$ cat src/rtl/fc_layer_sequencer.sv
// fc_layer_sequencer
// Address/control sequencer for one fully-connected layer. Streams input-word
// and weight read addresses for a runtime layer shape, delays a valid/first/last
// tag through a PIPE_LAT-deep pipe to drive the MAC, and writes each finished
// output group round-robin across NUM_BANKS output SRAMs.
// Optional feature macro: FC_SEQ_STALL_CNT_EN adds the stall_cnt output.
module fc_layer_sequencer #(
  parameter int DADDR_W   = 10,
  parameter int WADDR_W   = 15,
  parameter int OADDR_W   = 10,
  parameter int NUM_BANKS = 5,
  parameter int PIPE_LAT  = 3
) (
  input  logic                 clk,
  input  logic                 srstn,
`ifdef FC_SEQ_STALL_CNT_EN
  output logic [15:0]          stall_cnt,
`endif
  input  logic                 start,
  input  logic [DADDR_W-1:0]   cfg_in_words,
  input  logic [OADDR_W-1:0]   cfg_out_groups,
  input  logic [WADDR_W-1:0]   cfg_wbase,
  input  logic [OADDR_W-1:0]   cfg_obase,
  input  logic                 stall,
  output logic                 busy,
  output logic                 done,
  output logic                 cfg_err,
  output logic [DADDR_W-1:0]   data_raddr,
  output logic [WADDR_W-1:0]   weight_raddr,
  output logic                 rd_valid,
  output logic                 mac_en,
  output logic                 acc_clear,
  output logic [NUM_BANKS-1:0] out_wen_n,
  output logic [OADDR_W-1:0]   out_waddr
);

  typedef enum logic [1:0] {
    ST_IDLE  = 2'd0,
    ST_ISSUE = 2'd1,
    ST_DRAIN = 2'd2,
    ST_DONE  = 2'd3
  } state_t;

  state_t               state_r;
  state_t               state_s;

  // Latched layer configuration
  logic [DADDR_W-1:0]   in_words_r;
  logic [OADDR_W-1:0]   groups_r;
  logic [OADDR_W-1:0]   obase_r;

  // Issue counters
  logic [DADDR_W-1:0]   w_r;
  logic [OADDR_W-1:0]   g_r;
  logic [WADDR_W-1:0]   waddr_r;

  // Operand-latency pipe tags
  logic [PIPE_LAT-1:0]  pipe_v_r;
  logic [PIPE_LAT-1:0]  pipe_f_r;
  logic [PIPE_LAT-1:0]  pipe_l_r;

  // Output write side
  logic [2:0]           bank_r;
  logic [OADDR_W-1:0]   row_r;
  logic [NUM_BANKS-1:0] out_wen_n_r;
  logic [OADDR_W-1:0]   out_waddr_r;
  logic                 cfg_err_r;

  logic                 cfg_zero_s;
  logic                 accept_s;
  logic                 issue_s;
  logic                 last_word_s;
  logic                 last_grp_s;
  logic                 wr_launch_s;
  logic                 wr_act_s;

  assign cfg_zero_s  = (cfg_in_words == {DADDR_W{1'b0}}) || (cfg_out_groups == {OADDR_W{1'b0}});
  assign accept_s    = (state_r == ST_IDLE) && start && !cfg_zero_s;
  assign issue_s     = (state_r == ST_ISSUE) && !stall;
  assign last_word_s = (w_r == in_words_r - DADDR_W'(1));
  assign last_grp_s  = (g_r == groups_r - OADDR_W'(1));
  assign wr_launch_s = pipe_v_r[PIPE_LAT-1] & pipe_l_r[PIPE_LAT-1];
  assign wr_act_s    = (out_wen_n_r != {NUM_BANKS{1'b1}});

  assign data_raddr   = w_r;
  assign weight_raddr = waddr_r;
  assign mac_en       = pipe_v_r[PIPE_LAT-1];
  assign acc_clear    = pipe_v_r[PIPE_LAT-1] & pipe_f_r[PIPE_LAT-1];
  assign out_wen_n    = out_wen_n_r;
  assign out_waddr    = out_waddr_r;
  assign cfg_err      = cfg_err_r;

  // State register
  always_ff @(posedge clk) begin
    if (!srstn) begin
      state_r <= ST_IDLE;
    end else begin
      state_r <= state_s;
    end
  end

  // Next-state and state-decoded outputs; the final write in DRAIN is the one
  // that leaves the pipe empty behind it
  always_comb begin
    state_s  = state_r;
    rd_valid = 1'b0;
    busy     = 1'b0;
    done     = 1'b0;
    case (state_r)
      ST_IDLE: begin
        if (accept_s) begin
          state_s = ST_ISSUE;
        end else begin
          state_s = ST_IDLE;
        end
      end
      ST_ISSUE: begin
        busy     = 1'b1;
        rd_valid = !stall;
        if (issue_s && last_word_s && last_grp_s) begin
          state_s = ST_DRAIN;
        end else begin
          state_s = ST_ISSUE;
        end
      end
      ST_DRAIN: begin
        busy = 1'b1;
        if (wr_act_s && !(|pipe_v_r)) begin
          state_s = ST_DONE;
        end else begin
          state_s = ST_DRAIN;
        end
      end
      ST_DONE: begin
        busy    = 1'b1;
        done    = 1'b1;
        state_s = ST_IDLE;
      end
      default: begin
        state_s = ST_IDLE;
      end
    endcase
  end

  // Capture the layer configuration when a start is accepted
  always_ff @(posedge clk) begin
    if (!srstn) begin
      in_words_r <= {DADDR_W{1'b0}};
      groups_r   <= {OADDR_W{1'b0}};
      obase_r    <= {OADDR_W{1'b0}};
    end else if (accept_s) begin
      in_words_r <= cfg_in_words;
      groups_r   <= cfg_out_groups;
      obase_r    <= cfg_obase;
    end
  end

  // Word/group counters and the linear weight address; frozen while stalled
  always_ff @(posedge clk) begin
    if (!srstn) begin
      w_r     <= {DADDR_W{1'b0}};
      g_r     <= {OADDR_W{1'b0}};
      waddr_r <= {WADDR_W{1'b0}};
    end else if (accept_s) begin
      w_r     <= {DADDR_W{1'b0}};
      g_r     <= {OADDR_W{1'b0}};
      waddr_r <= cfg_wbase;
    end else if (issue_s) begin
      waddr_r <= waddr_r + WADDR_W'(1);
      if (last_word_s) begin
        w_r <= {DADDR_W{1'b0}};
        g_r <= g_r + OADDR_W'(1);
      end else begin
        w_r <= w_r + DADDR_W'(1);
      end
    end
  end

  // Free-running tag pipe matching the operand read latency; stalls enter as bubbles
  always_ff @(posedge clk) begin
    if (!srstn) begin
      pipe_v_r <= {PIPE_LAT{1'b0}};
      pipe_f_r <= {PIPE_LAT{1'b0}};
      pipe_l_r <= {PIPE_LAT{1'b0}};
    end else begin
      for (int i = PIPE_LAT - 1; i > 0; i--) begin
        pipe_v_r[i] <= pipe_v_r[i-1];
        pipe_f_r[i] <= pipe_f_r[i-1];
        pipe_l_r[i] <= pipe_l_r[i-1];
      end
      pipe_v_r[0] <= rd_valid;
      pipe_f_r[0] <= rd_valid & (w_r == {DADDR_W{1'b0}});
      pipe_l_r[0] <= rd_valid & last_word_s;
    end
  end

  // Output write one cycle after a group's last MAC; bank/row counters replace g mod/div NUM_BANKS
  always_ff @(posedge clk) begin
    if (!srstn) begin
      bank_r      <= 3'd0;
      row_r       <= {OADDR_W{1'b0}};
      out_wen_n_r <= {NUM_BANKS{1'b1}};
      out_waddr_r <= {OADDR_W{1'b0}};
    end else if (accept_s) begin
      bank_r      <= 3'd0;
      row_r       <= {OADDR_W{1'b0}};
      out_wen_n_r <= {NUM_BANKS{1'b1}};
    end else if (wr_launch_s) begin
      out_wen_n_r <= ~(NUM_BANKS'(1'b1) << bank_r);
      out_waddr_r <= obase_r + row_r;
      if (bank_r == 3'(NUM_BANKS - 1)) begin
        bank_r <= 3'd0;
        row_r  <= row_r + OADDR_W'(1);
      end else begin
        bank_r <= bank_r + 3'd1;
      end
    end else begin
      out_wen_n_r <= {NUM_BANKS{1'b1}};
    end
  end

  // One-cycle error pulse for a start carrying a zero size field
  always_ff @(posedge clk) begin
    if (!srstn) begin
      cfg_err_r <= 1'b0;
    end else begin
      cfg_err_r <= (state_r == ST_IDLE) && start && cfg_zero_s;
    end
  end

`ifdef FC_SEQ_STALL_CNT_EN
  logic [15:0] stall_cnt_r;
  assign stall_cnt = stall_cnt_r;

  // Saturating count of stalled issue cycles for the current layer
  always_ff @(posedge clk) begin
    if (!srstn) begin
      stall_cnt_r <= 16'd0;
    end else if (accept_s) begin
      stall_cnt_r <= 16'd0;
    end else if ((state_r == ST_ISSUE) && stall && (stall_cnt_r != 16'hFFFF)) begin
      stall_cnt_r <= stall_cnt_r + 16'd1;
    end
  end
`endif

endmodule

$ cat config.mk
export PLATFORM = sky130hd
export DESIGN_NAME = fc_layer_sequencer
export DESIGN_NICKNAME = d
export VERILOG_FILES = /design/src/rtl/fc_layer_sequencer.sv
export SDC_FILE = /design/constraint.sdc
export NUM_CORES = 1
export LEC_CHECK = 0
export CAP_MARGIN = 20
export CORE_ASPECT_RATIO = 1.5
export CORE_UTILIZATION = 50
export CTS_BUF_LIST = sky130_fd_sc_hd__clkbuf_4 sky130_fd_sc_hd__clkbuf_8 sky130_fd_sc_hd__clkbuf_16
export DETAILED_ROUTE_END_ITERATION = 8
export PLACE_DENSITY = 0.81
export REMOVE_ABC_BUFFERS = 1
export SLEW_MARGIN = 20
export SYNTH_ARGS = -nofsm -noshare
export SYNTH_HDL_FRONTEND = slang
export SYNTH_SLANG_ARGS = --single-unit
$ cat constraint.sdc
create_clock -name clk -period 8.12 [get_ports clk]
set_input_delay 1.624 -clock clk [delete_from_list [all_inputs] [get_ports clk]]
set_output_delay 1.624 -clock clk [all_outputs]
set_load 0.005 [all_outputs]
==> out/metrics.cfg, run 1 <==
[status]
outcome = completed

[synth]
synth_warnings = 0
most_frequent_cell_after_synthesis = sky130_fd_sc_hd__nand2_1
synth_area_mm2 = 0.00536
synth_commonest_cells = sky130_fd_sc_hd__nand2_1 (108), sky130_fd_sc_hd__dfxtp_1 (105), sky130_fd_sc_hd__nor2_1 (66), sky130_fd_sc_hd__a21oi_1 (51), sky130_fd_sc_hd__xor2_1 (36)
synth_area_per_cell_um2 = 8.24
yosysUniqueCellTypes = 57
synth.top_cells.by_area = sky130_fd_sc_hd__dfxtp_1 (39%), sky130_fd_sc_hd__nand2_1 (7.6%), sky130_fd_sc_hd__xor2_1 (5.9%)
synth_seq_area_share_pct = 39.3
ys_dominant_reg_cell = sky130_fd_sc_hd__dfxtp_1
synth_top_area_share_pct = 39.3
postSynth.asyncResetShare_pct = 0
synth_enable_flop_cells = 0
synth_cells = 650
cell_taking_the_most_area_after_synthesis = sky130_fd_sc_hd__dfxtp_1
ys_ff_latch = 105

[cts]
post_cts.repair.setup_buffers = 0
cts_max_path_buffers = 2
cts_inserted_buffers = 9
cts_root_buf = sky130_fd_sc_hd__clkbuf_16
ctsResizeCount = 0
clkSinkCount = 105
clock_tree.htree_level_count = 3
clkSlewWorstSetupHoldPaths_ns = 0.07
tritoncts = built
worst_skew_pair.late_latency_ns = 0.35
cts_hold_buffers = 0

[run]
cap_violations = 0

[grt]
number_of_antenna_violations_at_the_first_check_in_global_routing = 0
first_global_vias = 4794
grt_start_max_net_pins = 67
gr-usage-met2_pct = 42.9
global_route.overflow_total = 0
global_route.usage.met3_pct = 2.69
global_route.usage.met1_pct = 26.5
busiest_layer = met2
gr-usage-all-layers_pct = 23.7
grt_first_pass_wirelength_um = 21100

[layout]
final.fill_count = 900
final_nets = 799
area.growth.synth_to_final_pct = 24.8
finalCoreUtilization_pct = 65.2
register_area_mm2 = 0.00210
antenna_cells_inserted = 0
multi_input_combinational_cell_area_mm2 = 0.00306
layout-drive-gt1-share_pct = 5.05
fin_cells = 874

[sta]
final.setup_skew_ns = 0.0100
final-hold-violation-count = 0
worst_slew_pin_slew_ns = 0.965
setup_repair_after_global_routing_missed_its_margin = false
report.final.slew_viol_count = 0
final.min_clock_period_ns = 4.80
max_freq_ghz = 0.209
totalNegativeSetupSlack_ns = 0
finalSetupViolCount = 0
timing.slew.headroom_pct = 35.6
finalCritPeriodShare_pct = 59.1

[power]
peakVddDrop_mv = 0.114
power.static_leakage_nw = 2.47
p_total_w = 0.00117
power.density_cell_area_mw_per_mm2 = 175

[worst_setup_path]
crit_start = cfg_out_groups[3]
cp-start-kind = input port
crit-reg2reg-launch = in_words_r[0]
cp.required_ns = 8.41
timing.critical_path.arrival_ns = 5.08
crit_path_max_fanout = 66
worst-setup-path-type = in -> reg
timing.critical_path.to_type = flop

[route]
first_iter_violations = 276
ant_nets = 0
routed_wl_um = 12800
detailroute.via_count = 4893
wire_per_inst_um = 14.6
detailedRoute.firstPassIterationCount = 4
ratio_of_routed_vias_to_standard_cells = 5.60
post_detailed_route_drc_marker_count = 0

[floorplan]
starting_utilization_of_the_core_area_pct = 52.3
core_area_mm2 = 0.0102
chipHeight_um = 129
dieWidth_um = 86.5
dieArea_mm2 = 0.0111
row_count = 45
pin_count = 95

[placement]
placedCellCount = 858
port_buffers = 94
detailedPlacementHpwl_um = 9040
gp_routability_congestion = 0.837

[hold_path]
hold_path.class = reg -> reg
min-delay-start = pipe_l_r[1]

[power breakdown]
part           leakage [nW]  switching, W  internal (W)
Sequential            0.855     0.0000235      0.000534
Clock                 0.149      0.000195      0.000248
Combinational          1.47     0.0000883     0.0000843
Total                  2.47      0.000306      0.000866
[worst max-delay path: stages]
cell and delay, ns:
sky130_fd_sc_hd__clkdlybuf4s50_1 0.41, sky130_fd_sc_hd__or4_1 0.57, sky130_fd_sc_hd__o41ai_2 0.40, sky130_fd_sc_hd__or3_2 0.18
sky130_fd_sc_hd__buf_4 0.53, sky130_fd_sc_hd__nand2_1 0.60, sky130_fd_sc_hd__or4_1 0.65, sky130_fd_sc_hd__nand2_1 0.08
[sequential cells by signal (all words and copies together) (netlist names), named ones only]
name,count
state_r,1
weight_raddr,15
pipe_v_r,3
pipe_l_r,3
obase_r,10
pipe_f_r,3
groups_r,10
row_r,10
out_wen_n,5
cfg_err,1
out_waddr,10
data_raddr,10
in_words_r,10
bank_r,3
g_r,10
[per-layer routing]
metal / routed length (µm) / up-vias
met5: 0 / -
met1: 5240 / 2324
met2: 6730 / 126
li1: - / 2415
met4: 371 / 0
met3: 409 / 28
[kinds of logic after synthesis]
family                     Yosys count  synth area share (%)
AOI/OAI and AO/OA                  105                  12.5
xor gates and xnor gates            64                  10.5
adders and majority gates           22                  5.28
buffers and inverters               49                  3.76
DFF                                105                  39.3
muxes                                7                  1.38
and+or+nand+nor                    298                  27.3
[stage by stage]
stage          hold slack, ns  setup slack, ns  area (µm²)
2_1_floorplan           0.412             3.11        5220
4_1_cts                 0.426             3.31        6680
6_report                0.423             3.32        6680
3_3_place_gp            0.420             3.08        6380
5_1_grt                 0.440             3.03        6680
3_5_place_dp            0.417             2.97        6380
[final timing paths]
check	to	slack [ns]	cells past startpoint
hold reg to reg	pipe_l_r[2]	0.42	1
hold / removal	pipe_l_r[2]	0.42	1
setup reg to reg	g_r[9]	5.05	9
setup / recovery	g_r[6]	3.32	8
[final cells by class]
class	count	area share (%)
flip-flops and latches	105	31.4
clock buffers	10	3.58
inverters	18	1.01
well taps	141	2.64
repair buffers	98	14.5
multi-input cells	496	45.8
clock inverters	6	0.973
[layout by cell type (no fill, tap or decap), types with 5 or more instances in the layout]
master / count
sky130_fd_sc_hd__or3_1: 6
sky130_fd_sc_hd__or4_1: 7
sky130_fd_sc_hd__nor2_1: 66
sky130_fd_sc_hd__clkdlybuf4s50_1: 94
sky130_fd_sc_hd__nor3_1: 12
sky130_fd_sc_hd__a211oi_1: 13
sky130_fd_sc_hd__a21oi_1: 51
sky130_fd_sc_hd__nand3_1: 18
sky130_fd_sc_hd__o2111ai_1: 7
sky130_fd_sc_hd__o21ai_0: 10
sky130_fd_sc_hd__dfxtp_1: 105
sky130_fd_sc_hd__and3_1: 11
sky130_fd_sc_hd__nand4_1: 19
sky130_fd_sc_hd__xor2_1: 36
sky130_fd_sc_hd__nor2b_1: 5
sky130_fd_sc_hd__inv_1: 17
sky130_fd_sc_hd__nand2_1: 108
sky130_fd_sc_hd__and2_1: 9
sky130_fd_sc_hd__nor4_1: 8
sky130_fd_sc_hd__xnor2_1: 28
sky130_fd_sc_hd__nand2b_1: 6
sky130_fd_sc_hd__clkbuf_16: 9
sky130_fd_sc_hd__ha_1: 21
(Power assumes the default switching activity.)
==> run 2, diff against run 1 <==
==> constraint.sdc (replaced) <==
create_clock -name clk -period 4.95 [get_ports clk]
set_input_delay 0.99 -clock clk [delete_from_list [all_inputs] [get_ports clk]]
set_output_delay 0.99 -clock clk [all_outputs]
set_load 0.005 [all_outputs]
==> out/metrics.cfg, run 2 (same netlist as run 1, synthesis figures left out) <==
[cts]
cts_root_buf = sky130_fd_sc_hd__clkbuf_16  ; unchanged
post_cts.repair.setup_buffers = 0  ; unchanged
cts_inserted_buffers = 9  ; unchanged
ctsResizeCount = 0  ; unchanged
clock_tree.htree_level_count = 3  ; unchanged
cts_hold_buffers = 0  ; unchanged
tritoncts = built  ; unchanged
worst_skew_pair.late_latency_ns = 0.35  ; about the same
cts_max_path_buffers = 2  ; unchanged
clkSlewWorstSetupHoldPaths_ns = 0.07  ; about the same
clkSinkCount = 105  ; unchanged

[route]
ratio_of_routed_vias_to_standard_cells = 5.52  ; was 5.60
first_iter_violations = 274  ; was 276
detailroute.via_count = 4826  ; was 4,893
post_detailed_route_drc_marker_count = 0  ; unchanged
routed_wl_um = 12800  ; about the same
ant_nets = 0  ; unchanged
detailedRoute.firstPassIterationCount = 4  ; unchanged
wire_per_inst_um = 14.6  ; about the same

[power]
p_sw_w = 0.000502  ; was 0.000306 W
power.static_leakage_nw = 2.48  ; was 2.47 nW
cellInternalPower_w = 0.00143  ; was 0.000866 W
peakVddDrop_mv = 0.170  ; was 0.114 mV
power.share.switching_pct = 26.0  ; was 26.1%
pwr-share-comb_pct = 14.5  ; was 14.7%
power.density_cell_area_mw_per_mm2 = 289  ; was 175 mW/mm²
share_clk_of_total_power_pct = 38.2  ; was 37.7%
sequential_share_of_power_pct = 47.3  ; was 47.5%

[grt]
gr-usage-all-layers_pct = 23.6  ; was 23.7%
global_route.overflow_total = 0  ; unchanged
grt_first_pass_wirelength_um = 20800  ; was 21,100 µm
grt_start_max_net_pins = 56  ; was 67
number_of_antenna_violations_at_the_first_check_in_global_routing = 0  ; unchanged
first_global_vias = 4622  ; was 4,794

[worst_setup_path]
timing.critical_path.max_delay_family = simple AND/OR/NAND/NOR gates  ; unchanged
cp.required_ns = 5.24  ; was 8.41 ns
crit_path_max_incr_delay_ns = 0.66  ; was 0.65 ns
cp_slowest_cell = sky130_fd_sc_hd__or4_1  ; unchanged
timing.critical_path.to_type = flop  ; unchanged
timing.critical_path.arrival_ns = 4.12  ; was 5.08 ns
cp-start-kind = input port  ; unchanged
worst-setup-path-type = in -> reg  ; unchanged
timing.critical_path.cells = clkdlybuf4s50_1 -> or4_1 -> o41ai_2 -> or3_2 -> nand2_1 -> or4_1 -> nand2_1  ; was clkdlybuf4s50_1 -> or4_1 -> o41ai_2 -> or3_2 -> buf_4 -> nand2_1 -> or4_1 -> nand2_1
number_of_buffer_and_inverter_stages_on_the_critical_path = 1  ; was 2
crit_path_max_fanout = 23  ; was 66

[layout]
largest_reg_flops = 15  ; unchanged
antenna_cells_inserted = 0  ; unchanged
final.fill_count = 881  ; was 900
register_area_mm2 = 0.00210  ; unchanged
final_design_area_no_fill_mm2 = 0.00669  ; was 0.00668 mm²
multi_input_combinational_cell_area_mm2 = 0.00306  ; unchanged
layout.cells.most_common = sky130_fd_sc_hd__nand2_1  ; unchanged
mostFrequentLayoutCells = sky130_fd_sc_hd__nand2_1 (108), sky130_fd_sc_hd__dfxtp_1 (105), sky130_fd_sc_hd__clkdlybuf4s50_1 (94), sky130_fd_sc_hd__nor2_1 (66), sky130_fd_sc_hd__a21oi_1 (51)  ; unchanged
fin_cells = 874  ; unchanged
final_nets = 799  ; unchanged
layout-drive-gt1-share_pct = 5.05  ; unchanged
area.growth.synth_to_final_pct = 24.9  ; was 24.8%

[floorplan]
pin_count = 95  ; unchanged
chipHeight_um = 129  ; unchanged
dieArea_mm2 = 0.0111  ; unchanged
row_count = 45  ; unchanged
core_area_mm2 = 0.0102  ; unchanged
starting_utilization_of_the_core_area_pct = 52.3  ; unchanged
dieWidth_um = 86.5  ; unchanged

[status]
outcome = completed  ; unchanged

[run]
cap_violations = 0  ; unchanged

[sta]
max_freq_ghz = 0.261
final.setup_skew_ns = 0.00640  ; was 0.0100 ns
setup_repair_after_global_routing_missed_its_margin = false  ; unchanged
finalSetupViolCount = 0  ; unchanged
finalCritPeriodShare_pct = 77.3
final.min_clock_period_ns = 3.83
finalHoldWorstSlack_ns = 0.437  ; was 0.423 ns
worst_slew_pin_slew_ns = 0.966  ; was 0.965 ns
totalNegativeSetupSlack_ns = 0  ; unchanged
final-hold-violation-count = 0  ; unchanged
timing.slew.headroom_pct = 35.5  ; was 35.6%
report.final.slew_viol_count = 0  ; unchanged

[placement]
gp_routability_congestion = 0.856  ; was 0.837
detailedPlacementHpwl_um = 9220  ; was 9040 µm
port_buffers = 94  ; unchanged
placedCellCount = 858  ; unchanged
placedInstanceArea_mm2 = 0.00638  ; unchanged

[hold_path]
hold_path.class = reg -> reg  ; unchanged

[run 2: cell types whose count changed in the layout (fill, tap and decap cells not counted), sizes merged]
cell,delta
clkinvlp,-1
clkbuf,+1
[run 2: area by class of cell]
class                           count  share of cell area, %
Clock buffer                       11                   3.68
Tap cell                          141                   2.64
Clock inverter                      5                  0.954
Multi-Input combinational cell    496                   45.8
Timing Repair Buffer               98                   14.5
Inverter                           18                   1.01
Sequential cell                   105                   31.4
[run 2: path summary, 6_finish.rpt]
check,end,slack (ns),depth (start not counted),start
min reg2reg,pipe_f_r[1],0.44,1,pipe_f_r[0]
min,pipe_f_r[1],0.44,1,pipe_f_r[0]
max,g_r[3],1.12,7,cfg_out_groups[3]
max reg2reg,g_r[8],1.92,9,in_words_r[0]
[run 2: layer usage]
metal | up-vias | track usage, % | part of all wire [%]
li1 | 2419 | - | -
met1 | 2285 | 26.3 | 41
met2 | 107 | 44.4 | 54
met3 | 15 | 3.01 | 3.1
met4 | 0 | 10.3 | 1.8
met5 | - | 0 | 0
[run 2: per-stage QoR]
stage	util (%)	power (W)	setup slack [ns]
2_1_floorplan	-	0.00109	0.575
3_3_place_gp	62.3	0.00120	0.901
3_5_place_dp	62.3	0.00121	0.770
4_1_cts	65.3	0.00194	1.12
5_1_grt	65.3	0.00200	0.879
6_report	65.3	0.00193	1.12
[run 2: worst register-to-register path, stage by stage, from the launching register on]
cell                       delay (ns)
sky130_fd_sc_hd__dfxtp_1         0.38
sky130_fd_sc_hd__inv_1           0.09
sky130_fd_sc_hd__ha_1            0.27
sky130_fd_sc_hd__or4b_4          0.53
sky130_fd_sc_hd__nor3_1          0.23
sky130_fd_sc_hd__o21ai_1         0.10
sky130_fd_sc_hd__a311oi_2        0.29
sky130_fd_sc_hd__nand3_2         0.39
sky130_fd_sc_hd__nor3_2          0.31
sky130_fd_sc_hd__mux2_1          0.34
[run 2: power groups by stage]
stage | clock network (W) | logic [W] | registers (W)
after floorplan | 0 | 0.000166 | 0.000924
after global placement | 0 | 0.000269 | 0.000931
after detailed placement | 0 | 0.000279 | 0.000932
after CTS | 0.000746 | 0.000281 | 0.000913
after global routing | 0.000775 | 0.000309 | 0.000918
final | 0.000737 | 0.000281 | 0.000914
==> run 3, diff against run 2 <==
==> constraint.sdc (replaced) <==
create_clock -name clk -period 3.8 [get_ports clk]
set_input_delay 0.76 -clock clk [delete_from_list [all_inputs] [get_ports clk]]
set_output_delay 0.76 -clock clk [all_outputs]
set_load 0.005 [all_outputs]
==> out/metrics.cfg, run 3 (same netlist as run 1, synthesis figures left out) <==
[cts]
cts_hold_buffers = 0  ; unchanged
post_cts.repair.setup_buffers = 0  ; unchanged
clkSlewWorstSetupHoldPaths_ns = 0.07  ; about the same
cts_inserted_buffers = 9  ; unchanged
cts_root_buf = sky130_fd_sc_hd__clkbuf_16  ; unchanged
ctsResizeCount = 0  ; unchanged
tritoncts = built  ; unchanged
clkSinkCount = 105  ; unchanged
worst_skew_pair.late_latency_ns = 0.35  ; about the same
cts_max_path_buffers = 2  ; unchanged
clock_tree.htree_level_count = 3  ; unchanged

[sta]
final.setup_skew_ns = 0.00793  ; was 0.00640 ns
finalCritPeriodShare_pct = 82.2
report.final.slew_viol_count = 0  ; unchanged
final.min_clock_period_ns = 3.12
final-hold-violation-count = 0  ; unchanged
totalNegativeSetupSlack_ns = 0  ; unchanged
worst_slew_pin_slew_ns = 0.707  ; was 0.966 ns
timing.slew.headroom_pct = 52.5  ; was 35.5%
max_freq_ghz = 0.320
finalHoldWorstSlack_ns = 0.433  ; was 0.437 ns
finalSetupViolCount = 0  ; unchanged
setup_repair_after_global_routing_missed_its_margin = false  ; unchanged

[worst_setup_path]
critical_path.most_common_cell = sky130_fd_sc_hd__nor3_1
worstRegToRegCells = 9  ; unchanged
crit_path_max_incr_delay_ns = 0.53  ; was 0.66 ns
crit_path_max_fanout = 16  ; was 23
worst-setup-path-type = reg -> reg  ; was in -> reg
timing.critical_path.to_type = flop  ; unchanged
number_of_buffer_and_inverter_stages_on_the_critical_path = 1  ; unchanged
timing.critical_path.depth = 9  ; was 7
cp-start-kind = flop  ; was input port
timing.critical_path.cells = inv_1 -> ha_1 -> or4b_4 -> nor3_1 -> o21ai_1 -> a311oi_2 -> nand3_2 -> nor3_1 -> mux2_1  ; was clkdlybuf4s50_1 -> or4_1 -> o41ai_2 -> or3_2 -> nand2_1 -> or4_1 -> nand2_1
timing.critical_path.max_delay_family = simple AND/OR/NAND/NOR gates  ; unchanged
timing.critical_path.arrival_ns = 3.35  ; was 4.12 ns
crit_start = in_words_r[0]  ; was cfg_out_groups[3]
cp.required_ns = 4.03  ; was 5.24 ns
crit-reg2reg-launch = in_words_r[0]  ; unchanged
cp_slowest_cell = sky130_fd_sc_hd__or4b_4  ; was sky130_fd_sc_hd__or4_1

[placement]
placedCellCount = 863  ; was 858
detailedPlacementHpwl_um = 9220  ; about the same
port_buffers = 94  ; unchanged
gp_routability_congestion = 0.844  ; was 0.856

[power]
power.share.switching_pct = 25.6  ; was 26.0%
p_sw_w = 0.000644  ; was 0.000502 W
power.density_cell_area_mw_per_mm2 = 374  ; was 289 mW/mm²
cellInternalPower_w = 0.00187  ; was 0.00143 W
share_clk_of_total_power_pct = 37.8  ; was 38.2%
peakVddDrop_mv = 0.234  ; was 0.170 mV
sequential_share_of_power_pct = 47.4  ; was 47.3%
power.static_leakage_nw = 2.50  ; was 2.48 nW
pwr-share-comb_pct = 14.8  ; was 14.5%
p_total_w = 0.00252  ; was 0.00193 W

[layout]
final.fill_count = 875  ; was 881
fin_cells = 878  ; was 874
area.growth.synth_to_final_pct = 25.7  ; was 24.9%
layout.cells.most_common = sky130_fd_sc_hd__nand2_1  ; unchanged
layout-drive-gt1-share_pct = 5.56  ; was 5.05%
mostFrequentLayoutCells = sky130_fd_sc_hd__nand2_1 (108), sky130_fd_sc_hd__dfxtp_1 (105), sky130_fd_sc_hd__clkdlybuf4s50_1 (94), sky130_fd_sc_hd__nor2_1 (66), sky130_fd_sc_hd__a21oi_1 (51)  ; unchanged
multi_input_combinational_cell_area_mm2 = 0.00306  ; unchanged
finalCoreUtilization_pct = 65.7  ; was 65.3%
antenna_cells_inserted = 0  ; unchanged
largest_reg_flops = 15  ; unchanged
register_area_mm2 = 0.00210  ; unchanged
final_nets = 804  ; was 799

[floorplan]
starting_utilization_of_the_core_area_pct = 52.3  ; unchanged
pin_count = 95  ; unchanged
row_count = 45  ; unchanged
dieArea_mm2 = 0.0111  ; unchanged
core_area_mm2 = 0.0102  ; unchanged
dieWidth_um = 86.5  ; unchanged
chipHeight_um = 129  ; unchanged

[hold_path]
hold_path_depth = 1  ; unchanged
hold_path.class = reg -> reg  ; unchanged
min-delay-start = pipe_f_r[1]  ; was pipe_f_r[0]

[run]
cap_violations = 0  ; unchanged

[route]
ratio_of_routed_vias_to_standard_cells = 5.54  ; was 5.52
ant_nets = 0  ; unchanged
detailroute.via_count = 4860  ; was 4,826
routed_wl_um = 12700  ; was 12,800 µm
post_detailed_route_drc_marker_count = 0  ; unchanged
detailedRoute.firstPassIterationCount = 4  ; unchanged
wire_per_inst_um = 14.4  ; was 14.6 µm
first_iter_violations = 184  ; was 274

[grt]
gr-usage-all-layers_pct = 23.4  ; was 23.6%
grt_start_max_net_pins = 66  ; was 56
first_global_vias = 4676  ; was 4,622
grt_first_pass_wirelength_um = 20700  ; was 20,800 µm
global_route.overflow_total = 0  ; unchanged
number_of_antenna_violations_at_the_first_check_in_global_routing = 0  ; unchanged

[status]
outcome = completed  ; unchanged

[run 3: power by group through the flow]
stage,Clock [W],Sequential (W),Combinational [W]
global route,0.000994,0.00120,0.000412
finish,0.000950,0.00119,0.000373
detailed placement,0,0.00121,0.000371
CTS,0.000957,0.00119,0.000374
global placement,0,0.00121,0.000357
floorplan,0,0.00120,0.000216
[run 3: routing by layer]
metal	wire length [µm]	global-route usage [%]	share of wire, %
met3	464	3.40	3.7
met5	0	0	0
met1	5190	25.8	41
met2	6700	44.0	53
met4	299	10.3	2.4
[run 3: worst paths after layout]
check                                    to  slack (ns)
worst max-delay path                 g_r[9]        0.68
worst min register to register  pipe_f_r[2]        0.43
worst min-delay path            pipe_f_r[2]        0.43
worst max register to register       g_r[9]        0.68
[run 3: stage by stage]
| step | cell area, µm² | worst slack [ns] |
|---|---|---|
| after floorplan | 5220 | -0.345 |
| after global placement | 6430 | 0.547 |
| after detailed placement | 6430 | 0.505 |
| after CTS | 6730 | 0.705 |
| after global routing | 6730 | 0.442 |
| final | 6730 | 0.677 |
[run 3: area by class of cell]
class	instances	share of cell area [%]
clock buffer	11	3.75
multi-input combinational	496	45.5
tap	141	2.62
sequential	105	31.2
timing repair buffer	103	15.2
inverter	18	1.00
clock inverter	4	0.762
